### config.mk
export PLATFORM = sky130hd
export DESIGN_NAME = riscv_wb_arbiter
export DESIGN_NICKNAME = d
export VERILOG_FILES = /design/src/rtl/riscv_pkg.sv /design/src/rtl/riscv_wb_fifo.sv /design/src/rtl/riscv_wb_arbiter.sv
export SDC_FILE = /design/constraint.sdc
export NUM_CORES = 1
export LEC_CHECK = 0
export ABC_AREA = 1
export CAP_MARGIN = 0
export CELL_PAD_IN_SITES_DETAIL_PLACEMENT = 1
export CELL_PAD_IN_SITES_GLOBAL_PLACEMENT = 1
export CORE_ASPECT_RATIO = 1.4
export CORE_UTILIZATION = 40
export DETAILED_ROUTE_END_ITERATION = 10
export PLACE_DENSITY = 0.84
export SKIP_LAST_GASP = 1
export SLEW_MARGIN = 30
export SYNTH_ARGS = -nofsm -noshare
export SYNTH_HDL_FRONTEND = slang
export SYNTH_HIERARCHICAL = 1
export SYNTH_SLANG_ARGS = --single-unit
### constraint.sdc
create_clock -name clk -period 4.4 [get_ports clk]
set_clock_uncertainty 0.15 [all_clocks]
set_input_delay 0.88 -clock clk [delete_from_list [all_inputs] [get_ports clk]]
set_output_delay 0.88 -clock clk [all_outputs]
set_load 0.05 [all_outputs]
### src/rtl/riscv_pkg.sv
// riscv_pkg: shared core package.
// Holds the load/store unit typedefs used across the core, including the
// load-size encoding consumed by the writeback arbiter's load formatter.
package riscv_pkg;

  localparam int unsigned XLEN = 32;

  // Load size as presented by the LSU on a load return.
  // Encoding 2'b11 is unused by the LSU and is treated as a full word.
  typedef enum logic [1:0] {
    LSU_BYTE = 2'b00,
    LSU_HALF = 2'b01,
    LSU_WORD = 2'b10
  } lsu_type_e;

  // Raw load return as it leaves the memory interface.
  typedef struct packed {
    logic [XLEN-1:0] rdata;
    lsu_type_e       size;
    logic            sign;
    logic [1:0]      offset;
  } lsu_rsp_t;

endpackage

### src/rtl/riscv_wb_fifo.sv
// riscv_wb_fifo: small synchronous FIFO buffering formatted load returns
// until writeback port B is free.
// Ports:
//   clk, rst_n   core clock, asynchronous active-low reset (empties FIFO)
//   push, wdata  write an entry (ignored while full)
//   pop          drop the head entry (ignored while empty)
//   rdata        head entry, valid whenever empty is low
//   full, empty  occupancy flags
module riscv_wb_fifo #(
  parameter int DEPTH = 2,
  parameter int WIDTH = 37
) (
  input  logic             clk,
  input  logic             rst_n,
  input  logic             push,
  input  logic [WIDTH-1:0] wdata,
  input  logic             pop,
  output logic [WIDTH-1:0] rdata,
  output logic             full,
  output logic             empty
);

  localparam int PTR_W = (DEPTH > 1) ? $clog2(DEPTH) : 1;
  localparam int CNT_W = $clog2(DEPTH + 1);

  logic [WIDTH-1:0] mem [DEPTH];
  logic [PTR_W-1:0] wr_ptr;
  logic [PTR_W-1:0] rd_ptr;
  logic [CNT_W-1:0] count;
  logic             do_push;
  logic             do_pop;

  assign full    = (count == CNT_W'(DEPTH));
  assign empty   = (count == '0);
  assign do_push = push && !full;
  assign do_pop  = pop && !empty;
  assign rdata   = mem[rd_ptr];

  // Pointers wrap explicitly so non-power-of-two depths work.
  function automatic logic [PTR_W-1:0] next_ptr(input logic [PTR_W-1:0] ptr);
    return (ptr == PTR_W'(DEPTH - 1)) ? '0 : ptr + PTR_W'(1);
  endfunction

  // Storage needs no reset: entries are only read once counted in.
  always_ff @(posedge clk) begin
    if (do_push) mem[wr_ptr] <= wdata;
  end

  always_ff @(posedge clk or negedge rst_n) begin
    if (!rst_n) begin
      wr_ptr <= '0;
      rd_ptr <= '0;
      count  <= '0;
    end else begin
      if (do_push) wr_ptr <= next_ptr(wr_ptr);
      if (do_pop)  rd_ptr <= next_ptr(rd_ptr);
      case ({do_push, do_pop})
        2'b10:   count <= count + CNT_W'(1);
        2'b01:   count <= count - CNT_W'(1);
        default: count <= count;
      endcase
    end
  end

endmodule

### src/rtl/riscv_wb_arbiter.sv
// riscv_wb_arbiter: register-file writeback arbiter with a pending-write
// scoreboard.
// Port A carries single-cycle EX results, registered one cycle.
// Port B carries long-latency results: mul/div has fixed priority over
// buffered, formatted load returns; the winner is registered one cycle.
// A per-register busy bit tracks issued long-latency ops; decode is told to
// stall (hazard_o) while a read address is busy or its write is still in
// flight on either port.
//
// Handshakes: a transfer happens in a cycle where valid and ready are both
// high. ready never depends on valid of the same channel. issue_ready_o
// drops while the destination is busy or being cleared that same cycle;
// lsu_ready_o is "FIFO not full" (a same-cycle pop does not raise it);
// md_ready_o is always high.
//
// Ports: clk, rst_n; ex_* (EX result); issue_* (long-latency issue);
// lsu_* (load return); md_* (mul/div result); raddr_{a,b,c}_i and hazard_o
// (decode); waddr/wdata/we_{a,b}_o (register-file write ports).
module riscv_wb_arbiter
  import riscv_pkg::*;
#(
  parameter int ADDR_WIDTH = 5,
  parameter int DATA_WIDTH = 32,
  parameter int FIFO_DEPTH = 2
) (
  input  logic                  clk,
  input  logic                  rst_n,
  input  logic                  ex_we_i,
  input  logic [ADDR_WIDTH-1:0] ex_waddr_i,
  input  logic [DATA_WIDTH-1:0] ex_wdata_i,
  input  logic                  issue_valid_i,
  input  logic [ADDR_WIDTH-1:0] issue_rd_i,
  output logic                  issue_ready_o,
  input  logic                  lsu_valid_i,
  input  logic [ADDR_WIDTH-1:0] lsu_rd_i,
  input  logic [31:0]           lsu_rdata_i,
  input  logic [1:0]            lsu_type_i,
  input  logic                  lsu_sign_i,
  input  logic [1:0]            lsu_offset_i,
  output logic                  lsu_ready_o,
  input  logic                  md_valid_i,
  input  logic [ADDR_WIDTH-1:0] md_rd_i,
  input  logic [DATA_WIDTH-1:0] md_wdata_i,
  output logic                  md_ready_o,
  input  logic [ADDR_WIDTH-1:0] raddr_a_i,
  input  logic [ADDR_WIDTH-1:0] raddr_b_i,
  input  logic [ADDR_WIDTH-1:0] raddr_c_i,
  output logic                  hazard_o,
  output logic [ADDR_WIDTH-1:0] waddr_a_o,
  output logic [DATA_WIDTH-1:0] wdata_a_o,
  output logic                  we_a_o,
  output logic [ADDR_WIDTH-1:0] waddr_b_o,
  output logic [DATA_WIDTH-1:0] wdata_b_o,
  output logic                  we_b_o
);

  localparam int NREG    = 1 << ADDR_WIDTH;
  localparam int ENTRY_W = ADDR_WIDTH + DATA_WIDTH;

  // ---------------- Port A: registered EX result ----------------
  always_ff @(posedge clk or negedge rst_n) begin
    if (!rst_n) begin
      we_a_o    <= 1'b0;
      waddr_a_o <= '0;
      wdata_a_o <= '0;
    end else begin
      we_a_o    <= ex_we_i && (ex_waddr_i != '0);
      waddr_a_o <= ex_waddr_i;
      wdata_a_o <= ex_wdata_i;
    end
  end

  // ---------------- Load formatting ----------------
  logic [7:0]            ld_byte;
  logic [15:0]           ld_half;
  logic [31:0]           ld_word;
  logic [DATA_WIDTH-1:0] ld_data;

  always_comb begin
    ld_byte = 8'(lsu_rdata_i >> {lsu_offset_i, 3'b000});
    ld_half = lsu_offset_i[1] ? lsu_rdata_i[31:16] : lsu_rdata_i[15:0];
    case (lsu_type_e'(lsu_type_i))
      LSU_BYTE: ld_word = {{24{lsu_sign_i & ld_byte[7]}}, ld_byte};
      LSU_HALF: ld_word = {{16{lsu_sign_i & ld_half[15]}}, ld_half};
      default:  ld_word = lsu_rdata_i;
    endcase
  end

  assign ld_data = DATA_WIDTH'(ld_word);

  // ---------------- Load-return FIFO ----------------
  logic                  fifo_push;
  logic                  fifo_pop;
  logic                  fifo_full;
  logic                  fifo_empty;
  logic [ENTRY_W-1:0]    fifo_head;
  logic [ADDR_WIDTH-1:0] head_rd;
  logic [DATA_WIDTH-1:0] head_data;

  assign lsu_ready_o = !fifo_full;
  assign fifo_push   = lsu_valid_i && lsu_ready_o;
  // Mul/div has no buffer of its own, so it always wins port B.
  assign md_ready_o  = 1'b1;
  assign fifo_pop    = !fifo_empty && !md_valid_i;
  assign head_rd     = fifo_head[ENTRY_W-1 -: ADDR_WIDTH];
  assign head_data   = fifo_head[DATA_WIDTH-1:0];

  riscv_wb_fifo #(
    .DEPTH (FIFO_DEPTH),
    .WIDTH (ENTRY_W)
  ) u_fifo (
    .clk   (clk),
    .rst_n (rst_n),
    .push  (fifo_push),
    .wdata ({lsu_rd_i, ld_data}),
    .pop   (fifo_pop),
    .rdata (fifo_head),
    .full  (fifo_full),
    .empty (fifo_empty)
  );

  // ---------------- Port B: registered winner ----------------
  logic                  win_valid;
  logic [ADDR_WIDTH-1:0] win_rd;
  logic [DATA_WIDTH-1:0] win_data;
  logic                  win_we;

  assign win_valid = md_valid_i || fifo_pop;
  assign win_rd    = md_valid_i ? md_rd_i : head_rd;
  assign win_data  = md_valid_i ? md_wdata_i : head_data;
  assign win_we    = win_valid && (win_rd != '0);

  always_ff @(posedge clk or negedge rst_n) begin
    if (!rst_n) begin
      we_b_o    <= 1'b0;
      waddr_b_o <= '0;
      wdata_b_o <= '0;
    end else begin
      we_b_o <= win_we;
      if (win_valid) begin
        waddr_b_o <= win_rd;
        wdata_b_o <= win_data;
      end
    end
  end

  // ---------------- Scoreboard ----------------
  logic [NREG-1:0] busy;
  logic            busy_set;

  // Refusing an issue to the register being cleared this cycle keeps at
  // most one pending write per register and avoids a set/clear race.
  assign issue_ready_o = !busy[issue_rd_i] && !(win_we && (win_rd == issue_rd_i));
  assign busy_set      = issue_valid_i && issue_ready_o && (issue_rd_i != '0);

  always_ff @(posedge clk or negedge rst_n) begin
    if (!rst_n) begin
      busy <= '0;
    end else begin
      if (win_we)   busy[win_rd]     <= 1'b0;
      if (busy_set) busy[issue_rd_i] <= 1'b1;
    end
  end

  // ---------------- Decode hazard ----------------
  logic [ADDR_WIDTH-1:0] raddr [3];
  logic [2:0]            hz;

  assign raddr[0] = raddr_a_i;
  assign raddr[1] = raddr_b_i;
  assign raddr[2] = raddr_c_i;

  // A write registered on either port is not readable until the cycle
  // after, so in-flight port writes stall decode as well.
  always_comb begin
    hz = '0;
    for (int i = 0; i < 3; i++) begin
      hz[i] = (raddr[i] != '0) &&
              (busy[raddr[i]] ||
               (we_a_o && (waddr_a_o == raddr[i])) ||
               (we_b_o && (waddr_b_o == raddr[i])));
    end
  end

  assign hazard_o = |hz;

endmodule

==> results.json <==
{
  "status": "complete, no violations",
  "endpoint_kind": "output port",
  "synth-seq-cells": 186,
  "p_clk_share_pct": 22.5,
  "synth.area.top_cells": "dfrtp_1, edfxtp_1, nand2_1, nand3_1, inv_1",
  "grt_setup_unrepaired": "false",
  "hold_path_class": "reg -> reg",
  "p_comb_share_pct": 40.9,
  "drc": 0,
  "p_sw_uw": 3090,
  "timing.final.ws_setup_ns": 0.606,
  "drv_cap": 0,
  "synth_warnings": 6,
  "grt_max_degree": 49,
  "postCtsHoldBufs": 0,
  "grt_pass1_vias": 10600,
  "postSynthAreaPerCell_um2": 7.66,
  "rows": 67,
  "cp_slowest_cell": "clkdlybuf4s50_1",
  "setup.worst_path.end": "hazard_o",
  "required_ns": 3.37,
  "netlist_instances": 1279,
  "ctsResizeCount": 0,
  "cts_setup_buffers": 0,
  "cts_root_buf": "clkbuf_16",
  "critPathMaxStageDelay_ns": 0.46,
  "die_area_um2": 25100,
  "maxSlewHeadroom_pct": 35.2,
  "fin_util_pct": 54.0,
  "cts_tree": "built",
  "seqPwrFrac_pct": 36.6,
  "path_cells": "clkdlybuf4s50_1 -> buf_4 -> inv_1 -> o22ai_1 -> nor2_1 -> nand3_1 -> nand2_1 -> inv_1 -> nand2_1 -> nand2_1 -> nand3_1 -> buf_12",
  "vias": 9817,
  "numCtsBuffers": 17,
  "swShare_pct": 42.4,
  "path_clk_slew_ns": 0.06,
  "power_density_nw_per_um2": 563,
  "arrival_ns": 2.76,
  "grt_pass1_wl_mm": 57.4,
  "totalWireLength_mm": 35.8,
  "start_util_pct": 40.8,
  "peakVddDrop_uv": 299,
  "clk_latency_ns": 0.44,
  "reg2reg_slack_ns": 1.43,
  "path_class": "in -> out",
  "die_y_um": 187,
  "drt-vias-per-instance": 5.41,
  "hold_viol": 0,
  "ys_seq_area_share_pct": 51.3,
  "ant_nets": 0,
  "dp_slack_ns": 0.635,
  "startpoint_type": "input pin",
  "rr_worst_depth": 13,
  "first_pass_iters": 5,
  "gp_congestion": 0.982,
  "syn_area_um2": 9790,
  "leakagePower_uw": 0.00600,
  "core-area_um2": 24000,
  "syn-num-nets": 1422,
  "slew_violations": 0,
  "cts.sinks": 186,
  "worst-path-max-fanout": 14,
  "area_growth_pct": 32.2,
  "r2r-start": "u_fifo/rd_ptr$_DFFE_PN0P_",
  "tightest_slew_ns": 0.962,
  "fillers": 2974,
  "p_int_uw": 4200,
  "yosys.area.top_type": "dfrtp_1",
  "synth.top_cell.area_share_pct": 28.6,
  "die_w_um": 134,
  "drt_iter0_markers": 520,
  "worst_r2r_endpoint": "busy[4]$_DFF_PN0_",
  "antenna_found_initial": 0,
  "cpMostUsedCell": "nand2_1",
  "final-instance-count-excl-fill": 1814,
  "period_share_pct": 86.2,
  "crit_path_start": "raddr_b_i[1]",
  "layout-drive-gt1-share_pct": 5.59,
  "ys_types": 36,
  "dp_hpwl_mm": 27.1,
  "setup_tns_ns": 0,
  "htreeDepth": 4,
  "gr-total-overflow": 0,
  "io_pins": 222,
  "post_drt_wl_per_cell_um": 19.7,
  "dp_cells": 1782,
  "diodes": 0,
  "total_power_uw": 7290,
  "track_usage_pct": 29.9,
  "fin_nets": 1634,
  "cts_buffer_depth": 2,
  "min_period_ns": 3.79,
  "port_buffers": 220,
  "setup-violations-final": 0,
  "max_freq_ghz": 0.264
}
[state kept, by name (all words and copies together) (netlist names)]
signal	count
we_b_o	1
u_fifo/wr_ptr	1
wdata_a_o	32
waddr_b_o	5
u_fifo/count	2
u_fifo/rd_ptr	1
wdata_b_o	32
busy	32
we_a_o	1
u_fifo/mem	74
waddr_a_o	5
[area by class of cell]
class,instances,area (um^2),share of cell area [%]
clock buffers,18,429,3.31
repair buffers,248,2420,18.7
inverters,109,410,3.17
clock inverters,14,194,1.50
flip-flops and latches,186,5020,38.8
well taps,310,388,3.00
multi-input cells,929,4080,31.5
[worst min-delay path by stage]
| stage | from | to | slack (ns) | cells past startpoint |
|---|---|---|---|---|
| 6_report | busy[0]$_DFF_PN0_ | busy[0]$_DFF_PN0_ | 0.26 | 0 |
| 5_1_grt | busy[0]$_DFF_PN0_ | busy[0]$_DFF_PN0_ | 0.28 | 0 |
| 4_1_cts | busy[0]$_DFF_PN0_ | busy[0]$_DFF_PN0_ | 0.26 | 0 |
| 3_5_place_dp | busy[0]$_DFF_PN0_ | busy[0]$_DFF_PN0_ | 0.25 | 0 |
| 3_3_place_gp | busy[0]$_DFF_PN0_ | busy[0]$_DFF_PN0_ | 0.26 | 0 |
| 2_1_floorplan | u_fifo/count[1]$_DFFE_PN0P_ | u_fifo/count[1]$_DFFE_PN0P_ | 0.29 | 2 |
[power groups by stage]
stage | Clock, uW | Combinational (uW) | Sequential (uW)
after CTS | 1680 | 2990 | 2660
after floorplan | 0 | 1400 | 3100
after global placement | 0 | 2870 | 2660
after global routing | 1730 | 3250 | 2720
final | 1640 | 2980 | 2670
after detailed placement | 0 | 2960 | 2680
[cells by family after synthesis]
| logic type | after synthesis | synth area share, % |
|---|---|---|
| AND/OR/NAND/NOR | 800 | 33.5 |
| AO/OA/AOI/OAI | 114 | 6.70 |
| flip-flops | 186 | 51.3 |
| buffers and inverters | 164 | 7.12 |
| adder cells (fa/ha/maj) | 1 | 0.128 |
| multiplexers | 6 | 0.613 |
| XOR/XNOR | 7 | 0.626 |
| other | 1 | 0.0383 |
[cells in the mapped netlist]
cell      number
a21oi_1       17
a22oi_1        1
a31oi_2        1
buf_1          7
buf_2          7
buf_4          5
buf_6          7
clkbuf_1      29
clkinv_1       2
clkinv_2       1
conb_1         1
dfrtp_1      112
edfxtp_1      74
ha_1           1
inv_1         99
inv_2          7
mux2i_1        6
nand2_1      563
nand2_2        4
nand3_1      114
nand4_1       34
nor2_1        68
nor2_2         4
nor2_4         1
nor3_1        10
o211ai_1      17
o21a_1         1
o21ai_0       54
o21ai_1        4
o21ai_2        1
o22ai_1       15
o31ai_1        3
or2_2          1
or4_1          1
xnor2_1        1
xor2_1         6
[worst max-delay path: cells and delay by family]
| family | cells | cell delay, ns |
|---|---|---|
| compound gates | 1 | 0.32 |
| buf+inv | 5 | 1.13 |
| simple gates | 6 | 0.44 |
[routing by layer]
layer | global-route usage, % | part of all wire, % | vias to the layer above
met5 | 0 | 0 | -
met4 | 15.6 | 4.4 | 0
met3 | 4.23 | 4.3 | 96
met2 | 55.9 | 55 | 343
met1 | 32.0 | 36 | 4812
li1 | - | - | 4566
[cells in the final DEF (no fill, tap or decap), types with 2 or more instances in the layout]
| master | Yosys | layout |
|---|---|---|
| nor3_1 | 10 | 10 |
| o22ai_1 | 15 | 15 |
| o31ai_1 | 3 | 3 |
| o21ai_0 | 54 | 54 |
| buf_12 | 0 | 2 |
| xor2_1 | 6 | 6 |
| buf_2 | 7 | 2 |
| clkinv_4 | 0 | 2 |
| nand2_2 | 4 | 4 |
| dfrtp_1 | 112 | 112 |
| nor2_1 | 68 | 66 |
| inv_1 | 99 | 99 |
| clkinvlp_4 | 0 | 2 |
| bufinv_16 | 0 | 4 |
| mux2i_1 | 6 | 6 |
| inv_6 | 0 | 2 |
| nor2_4 | 1 | 2 |
| nand3_1 | 114 | 114 |
| nand4_1 | 34 | 34 |
| clkbuf_16 | 0 | 17 |
| inv_2 | 7 | 7 |
| buf_4 | 5 | 29 |
| o21ai_1 | 4 | 4 |
| nor2_2 | 4 | 5 |
| clkinv_1 | 2 | 4 |
| o211ai_1 | 17 | 17 |
| a21oi_1 | 17 | 17 |
| clkdlybuf4s50_1 | 0 | 215 |
| clkinv_2 | 1 | 2 |
| nand2_1 | 563 | 563 |
| edfxtp_1 | 74 | 74 |
[through the flow]
step           hold slack (ns)  area, um^2
2_1_floorplan            0.292        9790
3_3_place_gp             0.259       12300
3_5_place_dp             0.246       12300
4_1_cts                  0.262       12900
5_1_grt                  0.284       12900
6_report                 0.260       12900
Power figures use the tool's default switching activity.
